[src/rtl/adder_rr_scheduler.sv]
// Round-robin scheduler that shares one ripple adder among NUM_REQ requesters.
// Results land in a one-entry output register with a valid/ready handshake.

module adder_nbit #(
    parameter int SIZE = 16
) (
    input  logic [SIZE-1:0] a_i,
    input  logic [SIZE-1:0] b_i,
    input  logic            cin_i,
    output logic [SIZE-1:0] sum_o,
    output logic            cout_o
);
    logic [SIZE:0] carry;

    assign carry[0] = cin_i;

    for (genvar i = 0; i < SIZE; i++) begin : g_fa
        assign sum_o[i]    = a_i[i] ^ b_i[i] ^ carry[i];
        assign carry[i+1]  = (a_i[i] & b_i[i]) | (carry[i] & (a_i[i] ^ b_i[i]));
    end

    assign cout_o = carry[SIZE];
endmodule

module adder_rr_scheduler #(
    parameter  int SIZE    = 16,
    parameter  int NUM_REQ = 4,
    localparam int ID_W    = $clog2(NUM_REQ)
) (
    input  logic                    clk,
    input  logic                    n_rst,
    input  logic [NUM_REQ-1:0]      req_valid,
    input  logic [NUM_REQ*SIZE-1:0] req_a,
    input  logic [NUM_REQ*SIZE-1:0] req_b,
    input  logic [NUM_REQ-1:0]      req_cin,
    output logic [NUM_REQ-1:0]      req_ready,
    output logic                    res_valid,
    input  logic                    res_ready,
    output logic [SIZE-1:0]         res_sum,
    output logic                    res_cout,
    output logic [ID_W-1:0]         res_id
);
    logic [ID_W-1:0]    ptr_q, ptr_d;
    logic               res_valid_q, res_valid_d;
    logic [SIZE-1:0]    res_sum_q, res_sum_d;
    logic               res_cout_q, res_cout_d;
    logic [ID_W-1:0]    res_id_q, res_id_d;

    logic               slot_free;
    logic               grant_any;
    logic [ID_W-1:0]    grant_id;
    logic [NUM_REQ-1:0] grant_vec;
    logic [SIZE-1:0]    add_a, add_b;
    logic               add_cin;
    logic [SIZE-1:0]    add_sum;
    logic               add_cout;

    // Reset is folded in so no grant is visible while n_rst is held low.
    assign slot_free = n_rst & (~res_valid_q | res_ready);

    always_comb begin
        logic [ID_W:0]   pos;
        logic [ID_W-1:0] idx;
        grant_any = 1'b0;
        grant_id  = '0;
        grant_vec = '0;
        pos       = '0;
        idx       = '0;
        for (int k = 0; k < NUM_REQ; k++) begin
            pos = {1'b0, ptr_q} + (ID_W+1)'(k);
            if (pos >= (ID_W+1)'(NUM_REQ))
                pos = pos - (ID_W+1)'(NUM_REQ);
            idx = pos[ID_W-1:0];
            if (!grant_any && req_valid[idx]) begin
                grant_any = 1'b1;
                grant_id  = idx;
            end
        end
        if (!slot_free)
            grant_any = 1'b0;
        if (grant_any)
            grant_vec[grant_id] = 1'b1;
    end

    assign req_ready = grant_vec;

    // One-hot AND-OR mux: operands are zero when nothing is granted.
    always_comb begin
        add_a   = '0;
        add_b   = '0;
        add_cin = 1'b0;
        for (int i = 0; i < NUM_REQ; i++) begin
            if (grant_vec[i]) begin
                add_a   = add_a | req_a[i*SIZE +: SIZE];
                add_b   = add_b | req_b[i*SIZE +: SIZE];
                add_cin = add_cin | req_cin[i];
            end
        end
    end

    adder_nbit #(.SIZE(SIZE)) u_adder (
        .a_i    (add_a),
        .b_i    (add_b),
        .cin_i  (add_cin),
        .sum_o  (add_sum),
        .cout_o (add_cout)
    );

    always_comb begin
        ptr_d       = ptr_q;
        res_valid_d = res_valid_q;
        res_sum_d   = res_sum_q;
        res_cout_d  = res_cout_q;
        res_id_d    = res_id_q;
        if (grant_any) begin
            res_valid_d = 1'b1;
            res_sum_d   = add_sum;
            res_cout_d  = add_cout;
            res_id_d    = grant_id;
            ptr_d       = (grant_id == ID_W'(NUM_REQ-1)) ? '0 : grant_id + ID_W'(1);
        end else if (res_ready) begin
            res_valid_d = 1'b0;
        end
    end

    always_ff @(posedge clk or negedge n_rst) begin
        if (!n_rst) begin
            ptr_q       <= '0;
            res_valid_q <= 1'b0;
            res_sum_q   <= '0;
            res_cout_q  <= 1'b0;
            res_id_q    <= '0;
        end else begin
            ptr_q       <= ptr_d;
            res_valid_q <= res_valid_d;
            res_sum_q   <= res_sum_d;
            res_cout_q  <= res_cout_d;
            res_id_q    <= res_id_d;
        end
    end

    assign res_valid = res_valid_q;
    assign res_sum   = res_sum_q;
    assign res_cout  = res_cout_q;
    assign res_id    = res_id_q;
endmodule

[config.mk]
export PLATFORM = sky130hd
export DESIGN_NAME = adder_rr_scheduler
export DESIGN_NICKNAME = d
export VERILOG_FILES = /design/src/rtl/adder_rr_scheduler.sv
export SDC_FILE = /design/constraint.sdc
export NUM_CORES = 1
export LEC_CHECK = 0
export CAP_MARGIN = 20
export CORE_MARGIN = 2
export CORE_UTILIZATION = 30
export DETAILED_ROUTE_END_ITERATION = 8
export HOLD_SLACK_MARGIN = 0.06
export PLACE_DENSITY = 0.73
export SYNTH_ARGS = -nofsm -noshare
export SYNTH_HDL_FRONTEND = slang
export SYNTH_SLANG_ARGS = --single-unit
[constraint.sdc]
create_clock -name clk -period 16.6 [get_ports clk]
set_input_delay 3.32 -clock clk [delete_from_list [all_inputs] [get_ports clk]]
set_output_delay 3.32 -clock clk [all_outputs]
set_load 0.005 [all_outputs]
==> results.py, run 1 <==
metrics = {
    "power_and_ir_drop": {
        "p_leak_nw": 1.559,
        "clockPowerShare_pct": 13.5,
        "p_int_mw": 0.2435,
        "comb_power_share_pct": 63.1,
        "powerDensity_mw_per_mm2": 97.34,
        "swShare_pct": 35.96,
        "switching_power_mw": 0.1368,
        "peakVddDrop_mv": 0.04544,
        "pwr-share-seq_pct": 23.4,
    },
    "yosys": {
        "synth-edff-count": 0,
        "yosys.cell_types.count": 29,
        "synth_top_area_share_pct": 25.20,
        "syn-num-nets": 371,
        "yosysWarnings": 0,
        "synth_area_leader_cell": "dfrtp_1",
        "synth_top_flop_cell": "dfrtp_1",
        "synth_common_cells": "a22oi_1 (66), a21oi_1 (35), dfrtp_1 (22)",
        "synth_seq_area_share_pct": 25.20,
        "synth_seq_cells": 22,
        "synth_area_leaders": "dfrtp_1 (25%), a22oi_1 (23%), fa_1 (15%), mux2_4 (8.2%), a21oi_1 (8.0%)",
        "synth.avg_cell_area_sq_um": 10.30,
        "syn_area_sq_mm": 0.002185,
        "yosysMostFrequentCell": "a22oi_1",
        "synthCells": 212,
        "ys_async_sr_fraction_pct": 100.0,
    },
    "detailed_routing": {
        "drcViolationCount": 0,
        "first_pass_iters": 4,
        "drt_iter0_markers": 119,
        "routed-via-count": 2332,
        "routedWlPerCell_um": 17.53,
        "avgViaCountPerCell": 5.059,
        "drt_wl_total_um": 8082,
        "ant_nets": 0,
    },
    "grt": {
        "grt_pass1_vias": 2323,
        "grt-ovfl-total": 0,
        "antenna_found_initial": 0,
        "grt_use_total_pct": 19.45,
        "grt_first_pass_wirelength_um": 11850,
        "grt_max_degree": 31,
    },
    "setup_path": {
        "cp_max_fo": 18,
        "start_kind": "input port",
        "cp_top_family": "adder cells",
        "cpPeakStageDelay_ns": 0.51,
        "crit_type": "input port to flip-flop",
        "worstPathArrival_ns": 12.36,
        "cp-end-kind": "flip-flop",
        "required_ns": 16.76,
        "cp_common_cell": "fa_1",
        "rrSetupSlack_ns": 7.55,
        "cp_slowest_cell": "clkdlybuf4s50_1",
        "critical_path_buf_inv_count": 2,
    },
    "timing": {
        "fin_crit_ns": 12.20,
        "setup_violations": 0,
        "skew_ns": 0.005887,
        "slew_violations": 0,
        "slew_headroom_pct": 52.77,
        "finalCritPeriodShare_pct": 73.52,
        "tns_ns": 0,
        "grt_setup_unrepaired": "false",
        "max_freq_ghz": 0.08194,
        "finalHoldViolations": 0,
        "tightest_slew_ns": 0.7085,
    },
    "clock_tree": {
        "cts_buffers": 3,
        "clock_tree.root_cell": "clkbuf_8",
        "postCtsSetupRepairBufs": 0,
        "holdBufCountCts": 0,
        "h-tree-depth": 1,
        "cts_sinks": 22,
        "clk_pin_slew_ns": 0.09,
        "worstSkewPairLatency_ns": 0.27,
        "cts_tree": "built",
        "ctsResizeCount": 0,
        "cts_buffer_depth": 2,
    },
    "floorplanning": {
        "fp-row-count": 31,
        "die_h_um": 89.34,
        "die_w_um": 89.34,
        "initial_utilization_pct": 30.61,
        "core_sq_mm": 0.007137,
        "num_io_pins": 163,
        "die_area_sq_mm": 0.007981,
    },
    "place": {
        "portBuffers": 162,
        "routabilityCongestion": 0.8231,
        "dp_cells": 457,
        "hpwl_um": 6625,
    },
    "hold_path": {
        "hp-class": "flip-flop to flip-flop",
    },
    "final_layout": {
        "fin_cells": 461,
        "insertedDiodeCount": 0,
        "drive_above_1_share_pct": 8.840,
        "areaGrowthSynthToFinish_pct": 78.81,
        "nets": 522,
    },
    "status": {
        "run_status": "finished clean",
    },
    "flow_run": {
        "drv_cap": 0,
    },
}
-- final timing paths --
path	startpoint	end	cells past startpoint
worst min register to register	res_sum[13]	res_sum[13]	1
worst max-delay path	req_valid[2]	res_sum[15]	25
max in group asynchronous	n_rst	res_sum[14]	2
worst min-delay path	res_sum[13]	res_sum[13]	1
worst max register to register	ptr_q[1]	res_sum[15]	24
min in group asynchronous	n_rst	ptr_q[1]	2
-- metrics by stage --
| stage | setup WS (ns) | instance area [sq um] | power (mW) | hold slack, ns | util (%) |
|---|---|---|---|---|---|
| 2_1_floorplan | 5.316 | 2185 | 0.2189 | 0.4972 | - |
| 3_3_place_gp | 4.310 | 3835 | 0.3270 | 0.4863 | 53.73 |
| 3_5_place_dp | 4.070 | 3835 | 0.3335 | 0.4939 | 53.73 |
| 4_1_cts | 4.335 | 3906 | 0.3860 | 0.5159 | 54.73 |
| 5_1_grt | 4.063 | 3906 | 0.4085 | 0.5351 | 54.73 |
| 6_report | 4.396 | 3906 | 0.3803 | 0.5110 | 54.73 |
-- cell families (layout without fill, tap and decap cells) --
family | Yosys count | in the layout | share of synthesized area [%]
buffers and inverters | 24 | 174 | 6.758
adder cells (fa/ha/maj) | 20 | 20 | 16.95
multiplexers | 19 | 19 | 11.80
AND/OR/NAND/NOR | 18 | 18 | 4.639
flip-flops | 22 | 22 | 25.20
AO/OA/AOI/OAI | 109 | 109 | 34.65
-- metal layers --
metal  GRT usage (%)  share of wire [%]  wire length [um]
met2           35.02                 51              4144
met3           3.693                8.3               668
met1           24.36                 40              3230
met4           3.664               0.47                38
met5               0                  0                 0
-- sequential cells by signal, indices dropped and copies added, names as in the netlist --
name / cells
res_sum: 16
res_id: 2
res_cout: 1
res_valid: 1
ptr_q: 2
-- power groups by stage --
| stage | registers, mW | clock network [mW] | logic (mW) |
|---|---|---|---|
| after CTS | 0.0892 | 0.0527 | 0.244 |
| after detailed placement | 0.0904 | 0 | 0.243 |
| final | 0.0890 | 0.0512 | 0.240 |
| after floorplan | 0.0897 | 0 | 0.129 |
| after global placement | 0.0889 | 0 | 0.238 |
| after global routing | 0.0920 | 0.0545 | 0.262 |
-- final cells by class --
cell class | instances | area [sq um]
tap | 99 | 123.9
sequential | 22 | 550.5
timing repair buffer | 168 | 1667
inverter | 2 | 7.507
clock inverter | 1 | 30.03
clock buffer | 3 | 41.29
fill | 666 | 3231
multi-input combinational | 166 | 1486
-- layout by cell type, fill, tap and decap left out, types with 2 or more instances in the layout --
cell | Yosys | routed
a21oi_1 | 35 | 35
a22oi_1 | 66 | 66
and2_1 | 4 | 4
buf_4 | 0 | 6
clkbuf_8 | 0 | 3
clkdlybuf4s50_1 | 0 | 162
dfrtp_1 | 22 | 22
fa_1 | 16 | 16
ha_1 | 4 | 4
inv_1 | 2 | 2
mux2_2 | 6 | 6
mux2_4 | 12 | 12
nor2_1 | 4 | 4
nor2b_1 | 2 | 2
o21ai_0 | 3 | 3
or2_2 | 1 | 2
or2b_1 | 2 | 2
(Power assumes the default switching activity.)
==> run 2, diff against run 1 <==
Settings changed: PLACE_DENSITY 0.73 to 0.76.
Clock period 16.6 ns to 10.9 ns, I/O delays scaled along.
==> run 2 against run 1 <==
Against the previous run: sequential cell count unchanged; count of clock-buffer cells in the layout unchanged; setup slack got worse by 4.1 ns; routed wire length rose by 2.1%; combinational power is 59% higher; clock power is 53% higher; core utilization rose by 1.1 points; clock skew is 0.00096 ns lower; power is 57% higher; critical endpoint unchanged.
==> results.py, run 2 (synthesis results as in run 1) <==
metrics = {
    "status": {
        "run_status": "finished clean",
    },
    "clock_tree": {
        "cts_buffer_depth": 2,
        "ctsResizeCount": 0,
        "postCtsSetupRepairBufs": 0,
        "cts_buffers": 3,
        "clk_pin_slew_ns": 0.09,
        "cts_tree": "built",
        "cts_sinks": 22,
        "worstSkewPairLatency_ns": 0.26,
        "h-tree-depth": 1,
        "clock_tree.root_cell": "clkbuf_8",
        "holdBufCountCts": 0,
    },
    "timing": {
        "setup_violations": 0,
        "max_freq_ghz": 0.09437,
        "finalCritPeriodShare_pct": 97.21,
        "tightest_slew_ns": 0.3856,
        "fin_crit_ns": 10.60,
        "slew_headroom_pct": 74.29,
        "grt_setup_unrepaired": "false",
        "slew_violations": 0,
        "skew_ns": 0.004923,
        "fin_worst_hold_slack_ns": 0.5184,
        "finalHoldViolations": 0,
    },
    "detailed_routing": {
        "ant_nets": 0,
        "first_pass_iters": 4,
        "routed-via-count": 2423,
        "routedWlPerCell_um": 17.52,
        "drt_wl_total_um": 8250,
        "drcViolationCount": 0,
        "drt_iter0_markers": 132,
        "avgViaCountPerCell": 5.144,
    },
    "final_layout": {
        "areaGrowthSynthToFinish_pct": 82.53,
        "largest_reg_flops": 16,
        "insertedDiodeCount": 0,
        "nets": 532,
        "seq_area_sq_um": 550.5,
        "drive_above_1_share_pct": 11.56,
        "final_cell_mix": "clkdlybuf4s50_1 (162), a22oi_1 (66), a21oi_1 (35)",
        "final_common_cell": "clkdlybuf4s50_1",
        "nFillCells": 638,
        "finalInstanceArea_sq_mm": 0.003988,
        "multi_input_area_sq_mm": 0.001493,
    },
    "setup_path": {
        "start_kind": "input port",
        "cp-end-kind": "flip-flop",
        "worstPathArrival_ns": 10.75,
        "required_ns": 11.06,
        "crit_type": "input port to flip-flop",
        "r2r_cells": 23,
        "cp_max_fo": 5,
    },
    "floorplanning": {
        "fp-row-count": 31,
        "die_h_um": 89.34,
        "initial_utilization_pct": 30.61,
        "num_io_pins": 163,
        "die_area_sq_mm": 0.007981,
        "die_w_um": 89.34,
        "core_sq_mm": 0.007137,
    },
    "grt": {
        "grt_pass1_vias": 2403,
        "grt_first_pass_wirelength_um": 11790,
        "grt_use_total_pct": 19.49,
        "antenna_found_initial": 0,
        "grt-ovfl-total": 0,
        "grt_max_degree": 25,
    },
    "hold_path": {
        "hp-class": "flip-flop to flip-flop",
        "min_path_cells": 1,
    },
    "power_and_ir_drop": {
        "peakVddDrop_mv": 0.07404,
        "p_total_mw": 0.5956,
        "powerDensity_mw_per_mm2": 149.4,
        "p_leak_nw": 1.612,
    },
    "place": {
        "routabilityCongestion": 0.7861,
        "hpwl_um": 6862,
        "portBuffers": 162,
        "post_dp_cell_area_sq_mm": 0.003910,
    },
    "flow_run": {
        "drv_cap": 0,
    },
}
==> run 2: cell types whose count changed in the layout (fill, tap and decap cells not counted) <==
cell,previous run,this run
a221oi_1,1,0
buf_4,6,16
a221oi_2,0,1
==> run 2: power breakdown <==
| part | total [mW] | internal, mW | switching (mW) | leakage, nW |
|---|---|---|---|---|
| registers | 0.136 | 0.115 | 0.0205 | 0.279 |
| logic | 0.382 | 0.218 | 0.164 | 1.30 |
| clock network | 0.0781 | 0.0491 | 0.0291 | 0.0357 |
| total | 0.596 | 0.382 | 0.214 | 1.61 |
==> run 2: critical path, stage by stage <==
cell             delay [ns]
clkdlybuf4s50_1        0.60
nor2b_1                0.21
a221oi_2               0.10
or2_2                  0.33
ha_1                   0.26
a22oi_1                0.23
a21oi_1                0.13
fa_1                   0.44
fa_1                   0.38
fa_1                   0.38
fa_1                   0.40
fa_1                   0.42
fa_1                   0.45
fa_1                   0.40
fa_1                   0.39
fa_1                   0.40
fa_1                   0.39
fa_1                   0.41
fa_1                   0.39
fa_1                   0.38
fa_1                   0.38
fa_1                   0.38
fa_1                   0.44
mux2_4                 0.27
==> run 2: final cells by class <==
class	instances	area share, %
Clock inverter	1	0.7531
Clock buffer	3	1.035
Multi-Input combinational cell	166	37.43
Tap cell	99	3.106
Sequential cell	22	13.81
Inverter	2	0.1883
Timing Repair Buffer	178	43.68
==> run 2: routing by layer <==
layer	wire, um	vias up	global-route usage (%)
met4	133	0	5.292
li1	-	1143	-
met1	3289	1154	23.73
met5	0	-	0
met2	4194	112	35.56
met3	631	14	3.047
==> run 2: path summary, 6_finish.rpt <==
kind	slack (ns)	endpoint	startpoint
setup / recovery	0.30	res_sum[15]	req_valid[2]
hold / removal	0.52	res_sum[11]	res_sum[11]
max in group asynchronous	8.30	res_sum[0]	n_rst
setup reg to reg	2.30	res_sum[15]	ptr_q[1]
hold reg to reg	0.52	res_sum[11]	res_sum[11]
min in group asynchronous	2.36	ptr_q[0]	n_rst
==> run 2: metrics by stage <==
step	instances	util, %	TNS, ns	worst slack, ns
floorplan	212	-	0	0.7563
global placement	467	54.79	0	0.2183
detailed placement	467	54.79	-0.03778	-0.03778
CTS	471	55.79	0	0.2417
global route	471	55.87	0	0.01684
finish	471	55.87	0	0.3038
